[config.mk]
export PLATFORM = sky130hd
export DESIGN_NAME = shared_resource_queue
export DESIGN_NICKNAME = d
export VERILOG_FILES = /design/src/rtl/shared_resource_queue_pkg.sv /design/src/rtl/shared_resource_queue_request_fifo.sv /design/src/rtl/shared_resource_queue.sv
export SDC_FILE = /design/constraint.sdc
export NUM_CORES = 1
export LEC_CHECK = 0
export BUFFER_PORTS_ARGS = -buffer_cell sky130_fd_sc_hd__buf_4
export CAP_MARGIN = 5
export CORE_UTILIZATION = 49
export DETAILED_ROUTE_END_ITERATION = 6
export PLACE_DENSITY = 0.84
export SYNTH_ARGS = -nofsm -noshare
export SYNTH_HDL_FRONTEND = slang
export SYNTH_SLANG_ARGS = --single-unit
[constraint.sdc]
create_clock -name clk_i -period 2.2 [get_ports clk_i]
set_input_delay 0.22 -clock clk_i [delete_from_list [all_inputs] [get_ports clk_i]]
set_output_delay 0.22 -clock clk_i [all_outputs]
set_load 0.1 [all_outputs]
[src/rtl/shared_resource_queue_pkg.sv]
// Shared types and default configuration for the shared resource request queue.
// The engine state encoding is fixed: IDLE=0, PROCESS=1, HOLD=2.
package shared_resource_queue_pkg;

  localparam int unsigned AddressWidth      = 5;
  localparam int unsigned DataWidth         = 32;
  localparam int unsigned IdWidth           = 4;
  localparam int unsigned ResourceDelay     = 3;
  localparam int unsigned ResourceFifoDepth = 4;
  localparam int unsigned ResourceOffset    = 512;

  typedef enum logic [1:0] {
    StIdle    = 2'd0,
    StProcess = 2'd1,
    StHold    = 2'd2
  } engine_state_e;

endpackage

[src/rtl/shared_resource_queue_request_fifo.sv]
// Synchronous request FIFO with wrap-around pointers; the extra pointer bit
// distinguishes full from empty. A push while full is dropped.
module shared_resource_queue_request_fifo #(
  parameter int unsigned Width = 9,
  parameter int unsigned Depth = 4
) (
  input  logic                       clk_i,
  input  logic                       rst_i,
  input  logic                       push_i,
  input  logic                       pop_i,
  input  logic [Width-1:0]           wdata_i,
  output logic [Width-1:0]           rdata_o,
  output logic                       full_o,
  output logic                       empty_o,
  output logic [$clog2(Depth+1)-1:0] occupancy_o
);

  localparam int unsigned IdxW = $clog2(Depth);
  localparam int unsigned PtrW = IdxW + 1;
  localparam int unsigned OccW = $clog2(Depth + 1);

  logic [Width-1:0] mem_q [Depth];
  logic [PtrW-1:0]  wr_ptr_q, rd_ptr_q;
  logic             do_push, do_pop;

  assign full_o      = (wr_ptr_q[IdxW] != rd_ptr_q[IdxW]) &&
                       (wr_ptr_q[IdxW-1:0] == rd_ptr_q[IdxW-1:0]);
  assign empty_o     = (wr_ptr_q == rd_ptr_q);
  assign do_push     = push_i && !full_o;
  assign do_pop      = pop_i && !empty_o;
  assign rdata_o     = mem_q[rd_ptr_q[IdxW-1:0]];
  assign occupancy_o = OccW'(wr_ptr_q - rd_ptr_q);

  always_ff @(posedge clk_i or posedge rst_i) begin
    if (rst_i) begin
      wr_ptr_q <= '0;
      rd_ptr_q <= '0;
    end else begin
      if (do_push) wr_ptr_q <= wr_ptr_q + PtrW'(1);
      if (do_pop)  rd_ptr_q <= rd_ptr_q + PtrW'(1);
    end
  end

  // Storage needs no reset: an entry is only read after it has been written.
  always_ff @(posedge clk_i) begin
    if (do_push) mem_q[wr_ptr_q[IdxW-1:0]] <= wdata_i;
  end

endmodule

[src/rtl/shared_resource_queue.sv]
// Queued shared resource: FIFO-buffered requests serviced one at a time with a
// fixed processing delay, results held in an output register under backpressure.
module shared_resource_queue
  import shared_resource_queue_pkg::*;
#(
  parameter int unsigned ADDR_W = AddressWidth,
  parameter int unsigned DATA_W = DataWidth,
  parameter int unsigned ID_W   = IdWidth,
  parameter int unsigned DELAY  = ResourceDelay,
  parameter int unsigned DEPTH  = ResourceFifoDepth,
  parameter int unsigned OFFSET = ResourceOffset
) (
  input  logic                       clk_i,
  input  logic                       rst_i,
  input  logic                       in_valid_i,
  output logic                       in_ready_o,
  input  logic [ADDR_W-1:0]          in_address_i,
  input  logic [ID_W-1:0]            in_id_i,
  output logic                       out_valid_o,
  input  logic                       out_ready_i,
  output logic [DATA_W-1:0]          out_data_o,
  output logic [ID_W-1:0]            out_id_o,
  output logic [$clog2(DEPTH+1)-1:0] occupancy_o,
  output logic                       busy_o
);

  localparam int unsigned EntryW = ADDR_W + ID_W;
  localparam int unsigned CntW   = $clog2(DELAY + 1);

  engine_state_e     state_q, state_d;
  logic [CntW-1:0]   cnt_q, cnt_d;
  logic [ADDR_W-1:0] addr_q, addr_d;
  logic [ID_W-1:0]   id_q, id_d;
  logic              out_valid_q, out_valid_d;
  logic [DATA_W-1:0] out_data_q, out_data_d;
  logic [ID_W-1:0]   out_id_q, out_id_d;

  logic              fifo_pop, fifo_full, fifo_empty;
  logic [EntryW-1:0] fifo_wdata, fifo_rdata;

  assign fifo_wdata = {in_address_i, in_id_i};

  shared_resource_queue_request_fifo #(
    .Width (EntryW),
    .Depth (DEPTH)
  ) u_request_fifo (
    .clk_i       (clk_i),
    .rst_i       (rst_i),
    .push_i      (in_valid_i),
    .pop_i       (fifo_pop),
    .wdata_i     (fifo_wdata),
    .rdata_o     (fifo_rdata),
    .full_o      (fifo_full),
    .empty_o     (fifo_empty),
    .occupancy_o (occupancy_o)
  );

  always_comb begin
    state_d     = state_q;
    cnt_d       = cnt_q;
    addr_d      = addr_q;
    id_d        = id_q;
    out_valid_d = out_valid_q;
    out_data_d  = out_data_q;
    out_id_d    = out_id_q;
    fifo_pop    = 1'b0;
    unique case (state_q)
      StIdle: begin
        if (!fifo_empty) begin
          fifo_pop         = 1'b1;
          {addr_d, id_d}   = fifo_rdata;
          cnt_d            = '0;
          state_d          = StProcess;
        end
      end
      StProcess: begin
        if (cnt_q == CntW'(DELAY - 1)) begin
          out_valid_d = 1'b1;
          out_data_d  = DATA_W'(addr_q) + DATA_W'(OFFSET);
          out_id_d    = id_q;
          state_d     = StHold;
        end else begin
          cnt_d = cnt_q + CntW'(1);
        end
      end
      StHold: begin
        if (out_valid_q && out_ready_i) begin
          out_valid_d = 1'b0;
          // Chain straight into the next request to sustain one result per DELAY+1 cycles.
          if (!fifo_empty) begin
            fifo_pop       = 1'b1;
            {addr_d, id_d} = fifo_rdata;
            cnt_d          = '0;
            state_d        = StProcess;
          end else begin
            state_d = StIdle;
          end
        end
      end
      default: state_d = StIdle;
    endcase
  end

  always_ff @(posedge clk_i or posedge rst_i) begin
    if (rst_i) begin
      state_q     <= StIdle;
      cnt_q       <= '0;
      addr_q      <= '0;
      id_q        <= '0;
      out_valid_q <= 1'b0;
      out_data_q  <= '0;
      out_id_q    <= '0;
    end else begin
      state_q     <= state_d;
      cnt_q       <= cnt_d;
      addr_q      <= addr_d;
      id_q        <= id_d;
      out_valid_q <= out_valid_d;
      out_data_q  <= out_data_d;
      out_id_q    <= out_id_d;
    end
  end

  assign in_ready_o  = !fifo_full;
  assign out_valid_o = out_valid_q;
  assign out_data_o  = out_data_q;
  assign out_id_o    = out_id_q;
  assign busy_o      = (state_q != StIdle);

endmodule

==> results.yml, run 1 <==
clock_network:
  cts_tree: "done"
  cts_setup_buffers: 0
  htreeDepth: 3
  clockRootBuffer: "clkbuf_8"
  clk_pin_slew_worst_paths_ns: 0.07
  cts_buffers: 9
  cts_sinks: 66
  holdBufCountCts: 1
  cts_buffer_depth: 2
  clock_latency_ns: 0.33
  cts_resized: 0
yosys:
  syn_area_um2: 2910
  yosysSeqAreaShare_pct: 63.0
  dominantRegCellSynth: "edfxtp_1"
  yosysWarnings: 0
  syn_avg_cell_area_um2: 16.4
  synth_edf_count: 36
  syn_inst: 177
  synth_cell_types: 31
  postSynth.asyncResetShare_pct: 45.5
  ys_ff_latch: 66
pwr:
  p_clk_share_pct: 25.5
  comb_power_share_pct: 27.3
  total_power_mw: 3.27
  p_leak_nw: 1.45
  seqPwrFrac_pct: 47.2
  intPower_mw: 2.07
  power.density_nw_per_um2: 993
  swShare_pct: 36.5
  p_switching_mw: 1.19
  ir_drop_mv: 0.637
critical_path:
  worst-path-max-fanout: 4
  path_cells: "inv_1 -> ha_1 -> fa_1 -> xor2_2 -> buf_4"
  cpMaxStageDelayCell: "fa_1"
  cp.arrival_ns: 1.87
  critical-path-top-delay-family: "adder cells"
  max_stage_delay_ns: 0.41
  cp-start-kind: "register"
  critPathCaptureType: "primary output"
  critPathKind: "reg -> out"
  required_ns: 1.98
  crit_buf_inv: 2
die:
  start_util_pct: 51.9
  die_area_um2: 6250
  rows: 27
  die_height_um: 79.0
  ioPinCount: 55
  die_w_um: 79.0
  core-area_um2: 5610
timing:
  slew_headroom_pct: 60.4
  finalSetupTns_ns: 0
  rsz0062_at_grt: "no"
  max_freq_mhz: 479
  timing.final.crit_share_pct: 95.0
  finalSetupViolCount: 0
  tightest_slew_ns: 0.586
  fin_skew_ns: 0.00677
  finalHoldViolations: 0
  maxSlewViolCount: 0
  period_needed_ns: 2.09
global_routing:
  grt.overflow.total: 0
  globalRouteTotalUtil_pct: 14.8
  antenna_found_initial: 0
  grt_pass1_vias: 1337
  grt_first_pass_wirelength_um: 6560
  grt_max_degree: 31
hold_path:
  hp-class: "in -> reg"
status:
  status: "completed"
layout:
  syn_to_final_growth_pct: 13.1
  drive_above_1_share_pct: 36.5
  diodes: 0
  nets: 239
  final_area_um2: 3290
  num-fill-cells: 438
  post-route-util_pct: 58.7
drt:
  drc: 0
  routed_via_density: 4.80
  vias: 1412
  drt_wl_total_um: 4030
  drt-initial-drc-count: 32
  drtAntennaViolNets: 0
  wl_per_cell_um: 13.7
  first_pass_iters: 4
placed_design:
  port_buffers: 28
  routabilityCongestion: 0.837
  dpl_cell_area_um2: 3120
  post-dp-hpwl_um: 2810
flow_run:
  cap_violations: 0
-- flip-flops by register name (all words and copies together), names as in the netlist --
name	count
out_valid_o	1
id_q	4
addr_q	5
u_request_fifo.wr_ptr_q	3
out_id_o	4
cnt_q	2
out_data_o	6
state_q	2
u_request_fifo.mem_q	36
u_request_fifo.rd_ptr_q	3
-- cells by family after synthesis --
kind of cell	count (synthesis)	share of synthesized area, %
flops	66	63.0
mux	29	15.9
xor+xnor	6	2.07
compound gates	12	3.23
other cells	1	0.129
fa+ha+maj	9	4.13
simple gates	13	2.28
buf+inv	41	9.29
-- cells in the final DEF, fill, tap and decap left out, drive strengths merged --
master,count
fa,1
nand3,2
edfxtp,36
nand2,4
a21oi,2
conb,26
clkbuf,10
mux4,9
and2,3
o211a,1
a31oi,2
a21bo,1
o21ai,2
buf,33
o2bb2ai,1
nand2b,1
dlygate4sd3,1
ha,8
or3b,1
clkinv,4
inv,11
nor2,2
clkinvlp,2
xnor2,2
o2111ai,1
xor2,4
mux2,20
a21o,1
o311ai,1
dfrtp,30
-- synthesized netlist by cell type (2+ instances only) --
cell      instances  area (um^2)
edfxtp_1         36         1080
dfrtp_1          30          751
buf_4            26          195
inv_1            11         41.3
mux2_2           11          124
mux2_4            9          135
mux4_2            9          203
ha_1              8          100
nand2_1           4         15.0
and2_1            3         18.8
xor2_1            3         26.3
a21oi_1           2         10.0
a31oi_1           2         12.5
buf_2             2         10.0
nand3_1           2         10.0
nor2_1            2         7.51
o21ai_0           2         10.0
xnor2_1           2         17.5
-- through the flow --
step,setup WS [ns],hold slack [ns],instances
5_1_grt,0.0326,0.0733,294
2_1_floorplan,0.0268,0.311,202
3_3_place_gp,0.343,0.322,277
4_1_cts,0.0895,0.0705,294
6_report,0.111,0.0887,294
3_5_place_dp,0.258,0.319,277
-- power groups by stage --
| stage | registers (mW) | logic (mW) | clock network (mW) |
|---|---|---|---|
| 2_1_floorplan | 1.55 | 0.764 | 0 |
| 3_3_place_gp | 1.56 | 0.889 | 0 |
| 3_5_place_dp | 1.57 | 0.898 | 0 |
| 4_1_cts | 1.54 | 0.901 | 0.864 |
| 5_1_grt | 1.56 | 0.944 | 0.921 |
| 6_report | 1.54 | 0.893 | 0.833 |
-- cell type report --
class                      instances  area (um^2)  area share [%]
multi-input combinational         95          907            27.6
sequential                        66         1830            55.7
clock inverter                     6         33.8            1.03
tap                               72         90.1            2.74
clock buffer                      10          128            3.88
inverter                          11         41.3            1.26
timing repair buffer              34          258            7.84
-- routing by layer --
metal  vias up  GRT usage, %  part of all wire (%)
met1       695          19.2                    46
met2        46          22.0                    47
met3         8          3.22                   4.3
met4         0          10.9                   2.5
met5         -             0                     0
li1        663             -                     -
-- path summary, 6_finish.rpt --
kind	startpoint	end	slack (ns)	cells after the start
min in group asynchronous	rst_i	out_data_o[4]	0.52	4
hold / removal	in_address_i[0]	u_request_fifo.mem_q[2][4]	0.09	1
setup reg to reg	u_request_fifo.wr_ptr_q[0]	u_request_fifo.mem_q[1][7]	0.23	4
hold reg to reg	out_data_o[9]	out_data_o[9]	0.48	1
setup / recovery	u_request_fifo.wr_ptr_q[0]	occupancy_o[2]	0.11	5
max in group asynchronous	rst_i	u_request_fifo.wr_ptr_q[1]	1.41	4
(Power assumes the default switching activity.)
==> inputs of run 2 (changes only) <==
==> constraint.sdc (replaced) <==
create_clock -name clk_i -period 2.2 [get_ports clk_i]
set_input_delay 0.55 -clock clk_i [delete_from_list [all_inputs] [get_ports clk_i]]
set_output_delay 0.55 -clock clk_i [all_outputs]
set_load 0.1 [all_outputs]
==> run 2 against run 1 <==
Non-clock buffer count rose by 8. First-iteration DRC count rose by 120%. Setup slack got worse by 0.18 ns. Clock power rose by 42%. Critical path depth did not move. Die area did not move. Fmax fell by 7.9%. Register-to-register slack got worse by 0.04 ns. The run now ends with setup timing left. Routed wire length rose by 9.9%. Total power rose by 18%. Worst hold slack improved by 0.20 ns.
==> results.yml, run 2 (synthesis gave the netlist of run 1 again) <==
pwr:
  ir_drop_mv: 0.589
  power.density_nw_per_um2: 1110
  p_leak_nw: 1.53
clock_network:
  cts_buffers: 9
  htreeDepth: 3
  cts_tree: "done"
  clockRootBuffer: "clkbuf_8"
  clock_latency_ns: 0.33
  holdBufCountCts: 0
  cts_sinks: 66
  cts_buffer_depth: 2
  clk_pin_slew_worst_paths_ns: 0.07
die:
  ioPinCount: 55
  core-area_um2: 5610
  rows: 27
  die_w_um: 79.0
  die_height_um: 79.0
  start_util_pct: 51.9
  die_area_um2: 6250
critical_path:
  cp-start-kind: "register"
  reg2reg_to: "u_request_fifo.mem_q[0][1]"
  worst-path-max-fanout: 2
  required_ns: 1.65
  critPathKind: "reg -> out"
  cp.arrival_ns: 1.72
  r2r_cells: 4
  reg2reg_from: "u_request_fifo.rd_ptr_q[1]"
  critPathCaptureType: "primary output"
  r2r_slack_ns: 0.19
global_routing:
  grt.overflow.total: 0
  grt_max_degree: 31
  grt_first_pass_wirelength_um: 6960
  grt_pass1_vias: 1365
  antenna_found_initial: 0
  globalRouteTotalUtil_pct: 15.8
placed_design:
  routabilityCongestion: 0.813
  preCtsSetupSlack_ns: 0.108
  dpl_cell_area_um2: 3160
  post-dp-hpwl_um: 2930
  port_buffers: 28
timing:
  maxSlewViolCount: 0
  finalSetupTns_ns: -0.0755
  tightest_slew_ns: 0.615
  slew_headroom_pct: 58.5
  timing.final.crit_share_pct: 103
  max_freq_mhz: 441
  setup_ws_ns: -0.0697
  period_needed_ns: 2.27
  finalHoldViolations: 0
  finalSetupViolCount: 2
  fin_skew_ns: 0.00619
  rsz0062_at_grt: "yes"
drt:
  drt_wl_total_um: 4430
  drt-initial-drc-count: 69
  drc: 0
  first_pass_iters: 4
  vias: 1479
  drtAntennaViolNets: 0
  wl_per_cell_um: 14.7
  routed_via_density: 4.91
layout:
  largest_reg_flops: 36
  final_cell_mix: "buf_4, edfxtp_1, dfrtp_1"
  nets: 247
  final_area_um2: 3470
  syn_to_final_growth_pct: 19.4
  diodes: 0
  drive_above_1_share_pct: 41.9
  final_common_cell: "buf_4"
flow_run:
  cap_violations: 0
status:
  violations: "setup timing"
  status: "finished with violations"
hold_path:
  hp-class: "in -> async"
run 2: stage by stage:
stage | hold slack (ns) | total power [mW] | utilization, % | cells
3_3_place_gp | 0.452 | 2.50 | 56.4 | 280
4_1_cts | 0.292 | 3.79 | 61.3 | 297
3_5_place_dp | 0.483 | 2.53 | 56.4 | 280
5_1_grt | 0.318 | 4.01 | 61.9 | 301
2_1_floorplan | 0.460 | 2.34 | - | 202
6_report | 0.287 | 3.85 | 61.9 | 301
run 2: power breakdown:
group / internal (mW) / total, mW / switching [mW]
Combinational: 0.348 / 1.13 / 0.786
Sequential: 1.49 / 1.54 / 0.0540
Clock: 0.740 / 1.18 / 0.438
run 2: how the worst max path moves through the flow:
stage / cells after the start / startpoint / endpoint / slack (ns)
finish: 5 / u_request_fifo.wr_ptr_q[0] / occupancy_o[1] / -0.07
detailed placement: 5 / u_request_fifo.wr_ptr_q[0] / occupancy_o[2] / 0.11
global route: 5 / u_request_fifo.wr_ptr_q[0] / occupancy_o[1] / -0.14
CTS: 4 / u_request_fifo.rd_ptr_q[0] / occupancy_o[1] / -0.1
global placement: 5 / u_request_fifo.wr_ptr_q[0] / occupancy_o[2] / 0.13
floorplan: 4 / u_request_fifo.wr_ptr_q[0] / occupancy_o[2] / -0.04
run 2: timing repair:
item                       in CTS  in global routing
setup endpoints to repair       2                  3
buffers inserted                2                  4
gates resized for setup         8                  3
pin swaps                       2                  1
hold endpoints to repair        0                  0
run 2: per-layer routing:
| layer | vias to the layer above | part of all wire (%) | routed length (um) | global-route usage (%) |
|---|---|---|---|---|
| met3 | 11 | 6.0 | 267 | 4.02 |
| li1 | 679 | - | - | - |
| met1 | 719 | 41 | 1830 | 20.7 |
| met2 | 70 | 50 | 2230 | 23.5 |
| met5 | - | 0 | 0 | 0 |
| met4 | 0 | 2.4 | 106 | 10.2 |
run 2: cell type report:
cell class | count | area, um^2
timing repair buffer | 42 | 344
clock buffer | 9 | 124
inverter | 11 | 45.0
clock inverter | 6 | 106
sequential | 66 | 1830
multi-input combinational | 95 | 928
fill | 408 | 2140
tap | 72 | 90.1
run 2: worst max-delay path, cell delays in order (launching register included):
cell	delay (ns)
dfrtp_1	0.36
inv_2	0.05
ha_2	0.17
fa_2	0.55
clkinvlp_4	0.10
buf_12	0.17
